--- src/rtl/piso_shift.sv ---
// Parallel-in/serial-out shift stage fed by a registered word. Valid/ready on the
// load side and on the serial side; a word can load on the last beat of the previous one.

module piso_shift_checker #(
    parameter int CW = 4
) (
    input logic          clk,
    input logic          rst_n,
    input logic          load_ready,
    input logic          ser,
    input logic          ser_valid,
    input logic          ser_ready,
    input logic          busy,
    input logic [CW-1:0] cnt,
    input logic          done
);
    localparam logic [CW-1:0] CNT_LAST = CW'(1);
    localparam logic [CW-1:0] CNT_ZERO = CW'(0);

    a_busy_is_valid: assert property (@(posedge clk) disable iff (!rst_n)
        busy == ser_valid);

    a_idle_outputs: assert property (@(posedge clk) disable iff (!rst_n)
        !ser_valid |-> (load_ready && !ser && (cnt == CNT_ZERO)));

    a_shift_has_bits: assert property (@(posedge clk) disable iff (!rst_n)
        ser_valid |-> (cnt != CNT_ZERO));

    a_stall_holds: assert property (@(posedge clk) disable iff (!rst_n)
        (ser_valid && !ser_ready) |=> (ser_valid && $stable(ser) && $stable(cnt)));

    a_done_after_last: assert property (@(posedge clk) disable iff (!rst_n)
        (ser_valid && ser_ready && (cnt == CNT_LAST)) |=> done);

    a_done_only_after_last: assert property (@(posedge clk) disable iff (!rst_n)
        !(ser_valid && ser_ready && (cnt == CNT_LAST)) |=> !done);
endmodule

module piso_shift #(
    parameter int WIDTH     = 8,
    parameter bit MSB_FIRST = 1'b1
) (
    input  logic                       clk_i,
    input  logic                       rst_n_i,
    input  logic                       load_valid_i,
    output logic                       load_ready_o,
    input  logic [WIDTH-1:0]           d_i,
    output logic                       ser_o,
    output logic                       ser_valid_o,
    input  logic                       ser_ready_i,
    output logic                       busy_o,
    output logic [$clog2(WIDTH+1)-1:0] cnt_o,
    output logic                       done_o
);
    localparam int CW = $clog2(WIDTH + 1);
    localparam logic [CW-1:0] CNT_FULL = CW'(WIDTH);
    localparam logic [CW-1:0] CNT_LAST = CW'(1);
    localparam logic [CW-1:0] CNT_ZERO = CW'(0);
    localparam logic [WIDTH-1:0] WORD_ZERO = {WIDTH{1'b0}};

    typedef enum logic [0:0] {
        ST_IDLE  = 1'b0,
        ST_SHIFT = 1'b1
    } state_t;

    // Moves the word one place toward the output end, zero-filling behind it.
    function automatic logic [WIDTH-1:0] shift_word(input logic [WIDTH-1:0] w);
        logic [WIDTH-1:0] r;
        if (MSB_FIRST) begin
            r = w << 1'b1;
        end else begin
            r = w >> 1'b1;
        end
        return r;
    endfunction

    function automatic logic out_bit(input logic [WIDTH-1:0] w);
        logic b;
        if (MSB_FIRST) begin
            b = w[WIDTH-1];
        end else begin
            b = w[0];
        end
        return b;
    endfunction

    state_t           state_r;
    state_t           state_nxt_s;
    logic [WIDTH-1:0] sreg_r;
    logic [WIDTH-1:0] sreg_nxt_s;
    logic [CW-1:0]    cnt_r;
    logic [CW-1:0]    cnt_nxt_s;
    logic             done_r;
    logic             done_nxt_s;
    logic             valid_r;
    logic             busy_r;
    logic             last_s;
    logic             beat_s;
    logic             load_ready_s;
    logic             load_s;

    // Handshake decode; load_ready passes ser_ready straight through on the last bit
    always_comb begin
        last_s       = (cnt_r == CNT_LAST);
        beat_s       = (state_r == ST_SHIFT) && ser_ready_i;
        load_ready_s = (state_r == ST_IDLE) ||
                       ((state_r == ST_SHIFT) && last_s && ser_ready_i);
        load_s       = load_valid_i && load_ready_s;
    end

    // Next state, next shift-register contents and completion pulse
    always_comb begin
        state_nxt_s = state_r;
        sreg_nxt_s  = sreg_r;
        cnt_nxt_s   = cnt_r;
        done_nxt_s  = 1'b0;
        case (state_r)
            ST_IDLE: begin
                if (load_s) begin
                    state_nxt_s = ST_SHIFT;
                    sreg_nxt_s  = d_i;
                    cnt_nxt_s   = CNT_FULL;
                end else begin
                    state_nxt_s = ST_IDLE;
                end
            end
            ST_SHIFT: begin
                if (beat_s && last_s) begin
                    done_nxt_s = 1'b1;
                    if (load_s) begin
                        state_nxt_s = ST_SHIFT;
                        sreg_nxt_s  = d_i;
                        cnt_nxt_s   = CNT_FULL;
                    end else begin
                        state_nxt_s = ST_IDLE;
                        sreg_nxt_s  = WORD_ZERO;
                        cnt_nxt_s   = CNT_ZERO;
                    end
                end else if (beat_s) begin
                    sreg_nxt_s = shift_word(sreg_r);
                    cnt_nxt_s  = cnt_r - CNT_LAST;
                end else begin
                    state_nxt_s = ST_SHIFT;
                end
            end
            default: begin
                state_nxt_s = ST_IDLE;
                sreg_nxt_s  = WORD_ZERO;
                cnt_nxt_s   = CNT_ZERO;
            end
        endcase
    end

    // State, data and registered status outputs
    always_ff @(posedge clk_i or negedge rst_n_i) begin
        if (!rst_n_i) begin
            state_r <= ST_IDLE;
            sreg_r  <= WORD_ZERO;
            cnt_r   <= CNT_ZERO;
            done_r  <= 1'b0;
            valid_r <= 1'b0;
            busy_r  <= 1'b0;
        end else begin
            state_r <= state_nxt_s;
            sreg_r  <= sreg_nxt_s;
            cnt_r   <= cnt_nxt_s;
            done_r  <= done_nxt_s;
            valid_r <= (state_nxt_s == ST_SHIFT);
            busy_r  <= (state_nxt_s == ST_SHIFT);
        end
    end

    assign load_ready_o = load_ready_s;
    assign ser_o        = out_bit(sreg_r);
    assign ser_valid_o  = valid_r;
    assign busy_o       = busy_r;
    assign cnt_o        = cnt_r;
    assign done_o       = done_r;

    piso_shift_checker #(
        .CW(CW)
    ) u_checker (
        .clk        (clk_i),
        .rst_n      (rst_n_i),
        .load_ready (load_ready_o),
        .ser        (ser_o),
        .ser_valid  (ser_valid_o),
        .ser_ready  (ser_ready_i),
        .busy       (busy_o),
        .cnt        (cnt_o),
        .done       (done_o)
    );
endmodule

--- config.mk ---
export PLATFORM = sky130hd
export DESIGN_NAME = piso_shift
export DESIGN_NICKNAME = d
export VERILOG_FILES = /design/src/rtl/piso_shift.sv
export SDC_FILE = /design/constraint.sdc
export NUM_CORES = 1
export LEC_CHECK = 0
export ABC_CLOCK_PERIOD_IN_PS = 1900
export CORE_MARGIN = 2
export CORE_UTILIZATION = 48
export CTS_CLUSTER_DIAMETER = 120
export DETAILED_ROUTE_END_ITERATION = 8
export PLACE_DENSITY = 0.82
export SLEW_MARGIN = 0
export SYNTH_ARGS = -nofsm -noshare
export SYNTH_HDL_FRONTEND = slang
export SYNTH_HIERARCHICAL = 1
export SYNTH_SLANG_ARGS = --single-unit
export TNS_END_PERCENT = 20
--- constraint.sdc ---
create_clock -name clk_i -period 1.9 [get_ports clk_i]
set_input_delay 0.38 -clock clk_i [delete_from_list [all_inputs] [get_ports clk_i]]
set_output_delay 0.38 -clock clk_i [all_outputs]
set_load 0.005 [all_outputs]
== After elaboration in Yosys (flattened, before gate mapping) ==
Index checks and enable logic that the tools add are counted.

* Register bits after elaboration: 14
* Output and inout port bits: 9
* Logic and storage cells: 31

* Add/subtract/negate cells: 1
* Eq/ne operators: 3
* Mux-type cells: 15
* Bitwise gates (word level): 1
* Reductions and logical operators: 7

{| class="wikitable"
|+ Operators by type and width
! operator !! number
|-
| $mux 8 || 4
|-
| $mux 4 || 4
|-
| $pmux 8 s2 || 1
|-
| $pmux 4 s2 || 1
|-
| $logic_and 1x1->1 || 5
|-
| $eq 4x1->1 const B || 1
|-
| $mux 1 || 4
|-
| $sub 4x1->4 const B || 1
|-
| $ne 3x1->1 const B || 1
|-
| $ne 2x2->1 const B || 1
|-
| $pmux 1 s2 || 1
|-
| $reduce_and 2->1 || 1
|-
| $logic_or 1x1->1 || 1
|-
| $not 1->1 || 1
|}

== Longest topological paths before layout ==
Gate-level depths: netlist of run 1.

* Depth in word-level cells: 8
* Mapped depth: 6

== Worst setup path before layout of run 1 ==
Ideal clock, no wire load.

* Path type: register -> register
* Start: register cnt_r[0] (netlist: cnt_o[0])
* End: register cnt_r[3] (netlist: cnt_o[3])
* Library setup time: 0.129 ns
* Arrival time: 1.240 ns
* Data required time: 1.771 ns
* Path slack: 0.531 ns
* Stages on the path, launching flop included: 6
* Buffers on the path: 1
* Period minus slack after synthesis: 1.369 ns
* Cell sequence: dfrtp_1 -> ha_1 -> and4bb_1 -> buf_4 -> nor3_1 -> a211oi_2

* Word-level cells in the longest chain between the ends: 8
* Elaborated cells between the ends (all ways): 14
* Classes of those cells: add/sub (1); eq/ne (3); mux (4); reduce/logical (6)

{| class="wikitable"
|+ RTL lines
! item !! line !! text
|-
| from (decl) || 91 || <nowiki>logic [CW-1:0] cnt_r;</nowiki>
|-
| from (signal assigned) || 166 || <nowiki>cnt_r <= cnt_nxt_s;</nowiki>
|-
| $eq 4x1->1 || 104 || <nowiki>last_s = (cnt_r == CNT_LAST);</nowiki>
|-
| $logic_and 1x1->1 (2 in a row) || 107 || <nowiki>((state_r == ST_SHIFT) && last_s && ser_ready_i);</nowiki>
|-
| $logic_or 1x1->1 || 106 || <nowiki>load_ready_s = (state_r == ST_IDLE) ||</nowiki>
|-
| $logic_and 1x1->1 || 108 || <nowiki>load_s = load_valid_i && load_ready_s;</nowiki>
|-
| $mux 4 || 130 || <nowiki>if (load_s) begin</nowiki>
|-
| $mux 4 || 128 || <nowiki>if (beat_s && last_s) begin</nowiki>
|-
| $pmux 4 s2 || 117 || <nowiki>case (state_r)</nowiki>
|}

Parallel ways exist; a longest one is shown, timed or not. The select of a mux whose other input is x is not followed.
A chain may end at the register's enable or synchronous reset.

== Worst setup path after layout of run 1 ==
* Start: input ser_ready_i
* End: register busy_r (netlist: busy_o)

* Word-level cells in the longest chain between the ends: 6
* Elaborated cells between the ends (all ways): 8
* Classes of those cells: mux (3); reduce/logical (5)

{| class="wikitable"
|+ RTL lines
! item !! line !! text
|-
| from (decl) || 50 || <nowiki>input logic ser_ready_i,</nowiki>
|-
| $logic_and 1x1->1 || 107 ||
|-
| $logic_or 1x1->1 || 106 ||
|-
| $logic_and 1x1->1 || 108 ||
|-
| $mux 1 || 119, 130 ||
|-
| $mux 1 || 128 ||
|-
| $pmux 1 s2 (*) || 117 ||
|-
| net state_nxt_s || 88 || <nowiki>state_t state_nxt_s;</nowiki>
|-
| to (signal assigned) || 169 || <nowiki>busy_r <= (state_nxt_s == ST_SHIFT);</nowiki>
|-
| to (decl) || 96 || <nowiki>logic busy_r;</nowiki>
|}

The timed path passes the listed nets; every way through them passes the cells marked *.

==> results of run 1 <==
[worst register-to-register path, delay by kind of cell (launching register included)]
family,cells,cell delay (ns)
buffers and inverters,8,0.96
flip-flops,1,0.42
AND/OR/NAND/NOR,3,0.23
adder cells (fa/ha/maj),1,0.18
[cells in the final DEF, fill, tap and decap left out]
master and instances:
clkdlybuf4s50_1 19, buf_4 19, nand3_1 15, dfrtp_1 14, nand2b_1 9, nor2_1 9, a41oi_2 5, nand2_1 4
clkbuf_4 3, inv_1 2, and2_1 2, a41oi_1 2, nor3_1 2, a22o_1 2, nand4bb_4 1, nand2_2 1
inv_2 1, and4bb_1 1, mux2_4 1, o2bb2ai_1 1, or3_1 1, o21ai_0 1, a211oi_2 1, mux2i_1 1
o221ai_1 1, o22a_1 1, o31ai_1 1, a21oi_1 1, xor2_1 1, ha_1 1, ha_4 1, dlygate4sd2_1 1
buf_6 1
[synthesized netlist by cell type (3+ instances only)]
library cell | instances | area [um2]
nand3_1 | 15 | 75.07
dfrtp_1 | 14 | 350.3
nand2b_1 | 9 | 56.30
nor2_1 | 9 | 33.78
a41oi_2 | 5 | 81.33
nand2_1 | 5 | 18.77
buf_2 | 3 | 15.01
buf_6 | 3 | 33.78
inv_1 | 3 | 11.26
[path summary, 6_finish.rpt]
check	from	to	slack [ns]	cells after the start
worst min-delay path	rst_n_i	cnt_o[1]	0.40	2
worst max-delay path	ser_ready_i	busy_o	0.06	12
min in group clk_i	sreg_r[4]	sreg_r[4]	0.57	2
worst max register to register	cnt_o[0]	busy_o	0.06	12
worst min register to register	sreg_r[4]	sreg_r[4]	0.57	2
max in group asynchronous	rst_n_i	sreg_r[5]	1.32	2
[through the flow]
stage	hold WS [ns]	setup WS, ns	cells	util (%)
floorplan	0.08441	0.5308	92	-
global placement	0.5436	-0.08997	138	65.09
detailed placement	0.5520	-0.1167	138	65.09
CTS	0.4110	-0.05213	150	70.32
global route	0.4355	-0.01553	151	72.62
finish	0.4038	0.05708	151	72.62
[logic make-up (layout without fill, tap and decap cells)]
kind of cell             Yosys count  in the layout  synth area share [%]
AND/OR/NAND/NOR                   45             45                 26.36
AO/OA/AOI/OAI                     16             16                 19.25
flip-flops                        14             14                 39.05
buffers and inverters             12             46                 8.785
adder cells (fa/ha/maj)            2              2                 2.789
multiplexers                       2              2                 2.789
XOR/XNOR                           1              1                0.9765
[per-layer routing]
metal / GRT usage, % / vias to the layer above
met5: 0 / -
li1: - / 400
met2: 42.70 / 30
met1: 24.47 / 428
met3: 3.462 / 9
met4: 5.000 / 0
[repair_timing]
action / 4_1_cts / 5_1_grt
gates resized for setup: 3 / 4
hold buffers: 0 / 0
setup buffers: 9 / 2
cloned: 0 / 0
pin swaps: 1 / 1
setup endpoints to repair: 1 / 1
[power breakdown]
part	switching, mW	internal [mW]
Sequential	0.0795	0.406
Clock	0.0978	0.0738
Combinational	0.310	0.447
[state kept, by name, indices dropped and copies added (netlist names)]
signal	flops
sreg_r	8
cnt_o	4
busy_o	1
done_o	1
[cell type report]
class	count	area, um2
Multi-Input combinational cell	66	499.2
Fill cell	128	478.0
Timing Repair Buffer	40	352.8
Sequential cell	14	350.3
Tap cell	25	31.28
Clock buffer	3	22.52
Inverter	3	11.26
==> summary.txt, run 1 <==
Status
  – Status: complete, no violations

Layout
  – Ant diodes: 0
  – Final Cell Area: 1267 um2
  – Synth-to-layout area growth: 41.28%
  – Number of nets in the layout: 142
  – Share of post-route cells with drive strength above 1: 26.98%

Detailed routing
  – DRT antenna net count: 0
  – Metal-1 WL: 902 um
  – DRC errors left: 0
  – Met2 WL: 1174 um
  – Pre-antenna DRT Iters: 5
  – Met3 routed WL: 105 um
  – Top layer in use: met4
  – Final WL: 2237 um
  – Routed vias: 867
  – Average wire per standard cell: 14.81 um
  – DR iter-0 viols: 19
  – Vias/cell: 5.742

Critical path
  – Crit path buf inv count: 9
  – Critical Path RT: 2.13 ns
  – Slowest CP cell: clkdlybuf4s50_1
  – CP dominant cell by count: buf_4
  – Delay-heaviest family, CP: buffers and inverters
  – CP peak stage delay: 0.47 ns
  – Worst Path Max Fanout: 2
  – Critical path arrival: 2.07 ns
  – Worst setup EP type: flip-flop
  – Worst setup SP type: input port
  – CP cell instances: clkdlybuf4s50_1 -> nand4bb_4 -> nand2_2 -> buf_6 -> buf_4 -> buf_4 -> buf_4 -> buf_4 -> buf_4 -> buf_4 -> buf_4 -> nand2b_1
  – Critical path class: in -> reg

Clock network
  – CTS Sinks: 14
  – CTS tree: built
  – CTS root buffer: clkbuf_4
  – Clock Tree Buf Depth: 2
  – Skew-Pair Late Insertion Delay: 0.29 ns
  – Cts bufs inserted: 3
  – Clock transition at path regs: 0.08 ns
  – CTS H-Tree Depth: 1

Min path
  – Hold Crit Class: in -> async

STA
  – Slew margin rel.: 81.84%
  – Fmax: 0.5426 GHz
  – Hold Vio Cnt, Final: 0
  – Max Slew Vio Count: 0
  – Setup TNS: 0 ns
  – Final Skew: 0.003185 ns
  – Post-layout min period: 1.843 ns
  – Worst slew pin tran: 0.2703 ns
  – Fin crit share: 97.00%
  – Finish-stage setup viols: 0

Floorplanning
  – Die Wd: 47.23 um
  – # rows: 15
  – Initial Util: 51.40%
  – Die span in y: 47.23 um
  – Die ar.: 2231 um2
  – I/O pins: 21
  – Core Region: 1745 um2

Placement
  – Port Buf Inserts: 20
  – Post-DP HPWL: 1546 um
  – Placement Cell Area: 1136 um2
  – GP Congestion: 0.7362

Global route
  – First-pass GRT wire length: 3408 um
  – Total track usage: 21.96%
  – Initial antenna violation count: 0
  – Largest net degree at the start of global routing: 17
  – Gr ovfl total: 0
  – Vias in the first global route: 817

Synthesis
  – Post-synth EDFFs: 0
  – Yosys reg bits: 14
  – Syn avg cell area: 9.751 um2
  – Syn nets: 106
  – Syn Inst Count: 92
  – Ys async rst share: 100.0%
  – Post-synth top flop: dfrtp_1
  – Yosys warning total: 6
  – Mapped cell area: 897.1 um2
  – Post-synthesis sequential area ratio: 39.05%
  – Post-synth cell types: 29

Power
  – Power density cells: 1115 nW/um2
  – Tot Pwr: 1.414 mW
  – Pleak: 0.5435 nW
  – Max VDD drop: 0.6996 mV

Job
  – MaxCap Viol Count: 0
No activity file was read; power rests on OpenSTA's default activity.
==> inputs of run 2 (changes only) <==
- CORE_UTILIZATION: 48 -> 35
- PLACE_DENSITY: 0.82 -> 0.64
==> run 2 against run 1 <==
Effect of this change: clock skew increased by 0.0055 ns; worst setup slack better by 0.087 ns; highest routed layer unchanged; largest cell class unchanged; maximum frequency up 5.0%; critical endpoint is now load_ready_o.
==> summary.txt, run 2 (same netlist as run 1, synthesis figures left out) <==
Critical path
  – Critical path arrival: 1.38 ns
  – Worst Path Max Fanout: 2
  – CP cell instances: inv_1 -> ha_1 -> nand4bb_1 -> nand2_1 -> dlygate4sd2_1
  – Slowest CP cell: dfrtp_1
  – Register-to-Register Path Depth: 4
  – CP peak stage delay: 0.39 ns
  – Critical Path RT: 1.52 ns
  – Critical path class: reg -> out
  – Worst setup EP type: output port
  – Worst setup SP type: flip-flop

Detailed routing
  – Final WL: 1930 um
  – Average wire per standard cell: 13.13 um
  – DRT antenna net count: 0
  – DRC errors left: 0
  – Routed vias: 785
  – Pre-antenna DRT Iters: 2
  – DR iter-0 viols: 12
  – Vias/cell: 5.340

STA
  – Post-layout min period: 1.756 ns
  – Hold Vio Cnt, Final: 0
  – Post-layout worst setup margin: 0.1444 ns
  – Fin crit share: 92.40%
  – Fmax: 0.5696 GHz
  – Final Skew: 0.008684 ns
  – RSZ-0062 raised after global routing: false
  – Slew margin rel.: 83.82%
  – WHS: 0.3882 ns
  – Worst slew pin tran: 0.2409 ns
  – Finish-stage setup viols: 0
  – Setup TNS: 0 ns
  – Max Slew Vio Count: 0

Layout
  – Share of post-route cells with drive strength above 1: 17.95%
  – Final core utilization: 47.96%
  – Most common cell after layout, fill and taps aside: clkdlybuf4s50_1
  – Commonest cells after routing, fill and taps aside: clkdlybuf4s50_1, nand3_1, dfrtp_1
  – Ant diodes: 0
  – Synth-to-layout area growth: 31.24%
  – Non-filler instance count after layout: 147
  – Final Cell Area: 1177 um2
  – Max reg flops: 8
  – Number of nets in the layout: 132
  – Top reg by flops: sreg_r

Floorplanning
  – Die span in y: 54.63 um
  – Die ar.: 2984 um2
  – Die Wd: 54.63 um
  – Initial Util: 36.54%
  – I/O pins: 21
  – Core Region: 2455 um2
  – # rows: 18

Power
  – Power density cells: 1116 nW/um2
  – Tot Pwr: 1.314 mW
  – Max VDD drop: 0.7202 mV
  – Pleak: 0.4975 nW

Clock network
  – Setup Fix Bufs, Post-CTS: 0
  – Cts bufs inserted: 3
  – CTS Sinks: 14
  – CTS root buffer: clkbuf_4
  – Clock transition at path regs: 0.10 ns
  – Clock Tree Buf Depth: 2
  – Skew-Pair Late Insertion Delay: 0.29 ns
  – Post_cts resized: 1
  – CTS H-Tree Depth: 1
  – Hold buffer count at CTS: 0
  – CTS tree: built

Placement
  – Post-DP HPWL: 1445 um
  – Port Buf Inserts: 20
  – Setup WS pre-CTS: -0.1116 ns
  – Placement Cell Area: 1142 um2
  – GP Congestion: 0.7309
  – Inst Count DP: 143

Global route
  – Gr ovfl total: 0
  – Met1 Use GR: 19.05%
  – Vias in the first global route: 786
  – Met2 usage: 27.38%
  – Initial antenna violation count: 0
  – Largest net degree at the start of global routing: 27
  – Layer with the highest usage: met2
  – First-pass GRT wire length: 3360 um
  – Met3 usage: 2.459%
  – Total track usage: 15.69%

Min path
  – Hold Crit Class: in -> async

Status
  – Status: complete, no violations

Job
  – MaxCap Viol Count: 0
## run 2: layout make-up
class	instances	area, um2
inverter	3	11.26
multi-input combinational	66	467.9
timing repair buffer	30	274.0
clock buffer	4	36.28
fill	239	1277
sequential	14	350.3
tap	30	37.54
## run 2: final timing paths
path                       slack [ns]      endpoint      start
setup / recovery                 0.14  load_ready_o   cnt_o[1]
min in group clk_i               0.57     sreg_r[5]  sreg_r[5]
hold reg to reg                  0.57     sreg_r[5]  sreg_r[5]
hold / removal                   0.39      cnt_o[1]    rst_n_i
max in group asynchronous        1.33     sreg_r[4]    rst_n_i
setup reg to reg                 0.45      cnt_o[2]     busy_o
## run 2: power by group
| group | internal [mW] | leakage [nW] | switching [mW] |
|---|---|---|---|
| logic | 0.351 | 0.315 | 0.272 |
| clock network | 0.117 | 0.0210 | 0.108 |
| registers | 0.405 | 0.161 | 0.0610 |
| total | 0.873 | 0.498 | 0.441 |
## run 2: worst max-delay path, delay by kind of cell, from the launching register on
kind | cells | cell delay, ns
adders and majority gates | 1 | 0.15
buffers and inverters | 2 | 0.31
DFF | 1 | 0.39
and+or+nand+nor | 2 | 0.23
## run 2: per-layer routing
metal  share of wire [%]  vias up
met5                   0        -
met2                  51       15
li1                    -      381
met1                  44      385
met4                 1.3        0
met3                 3.4        4
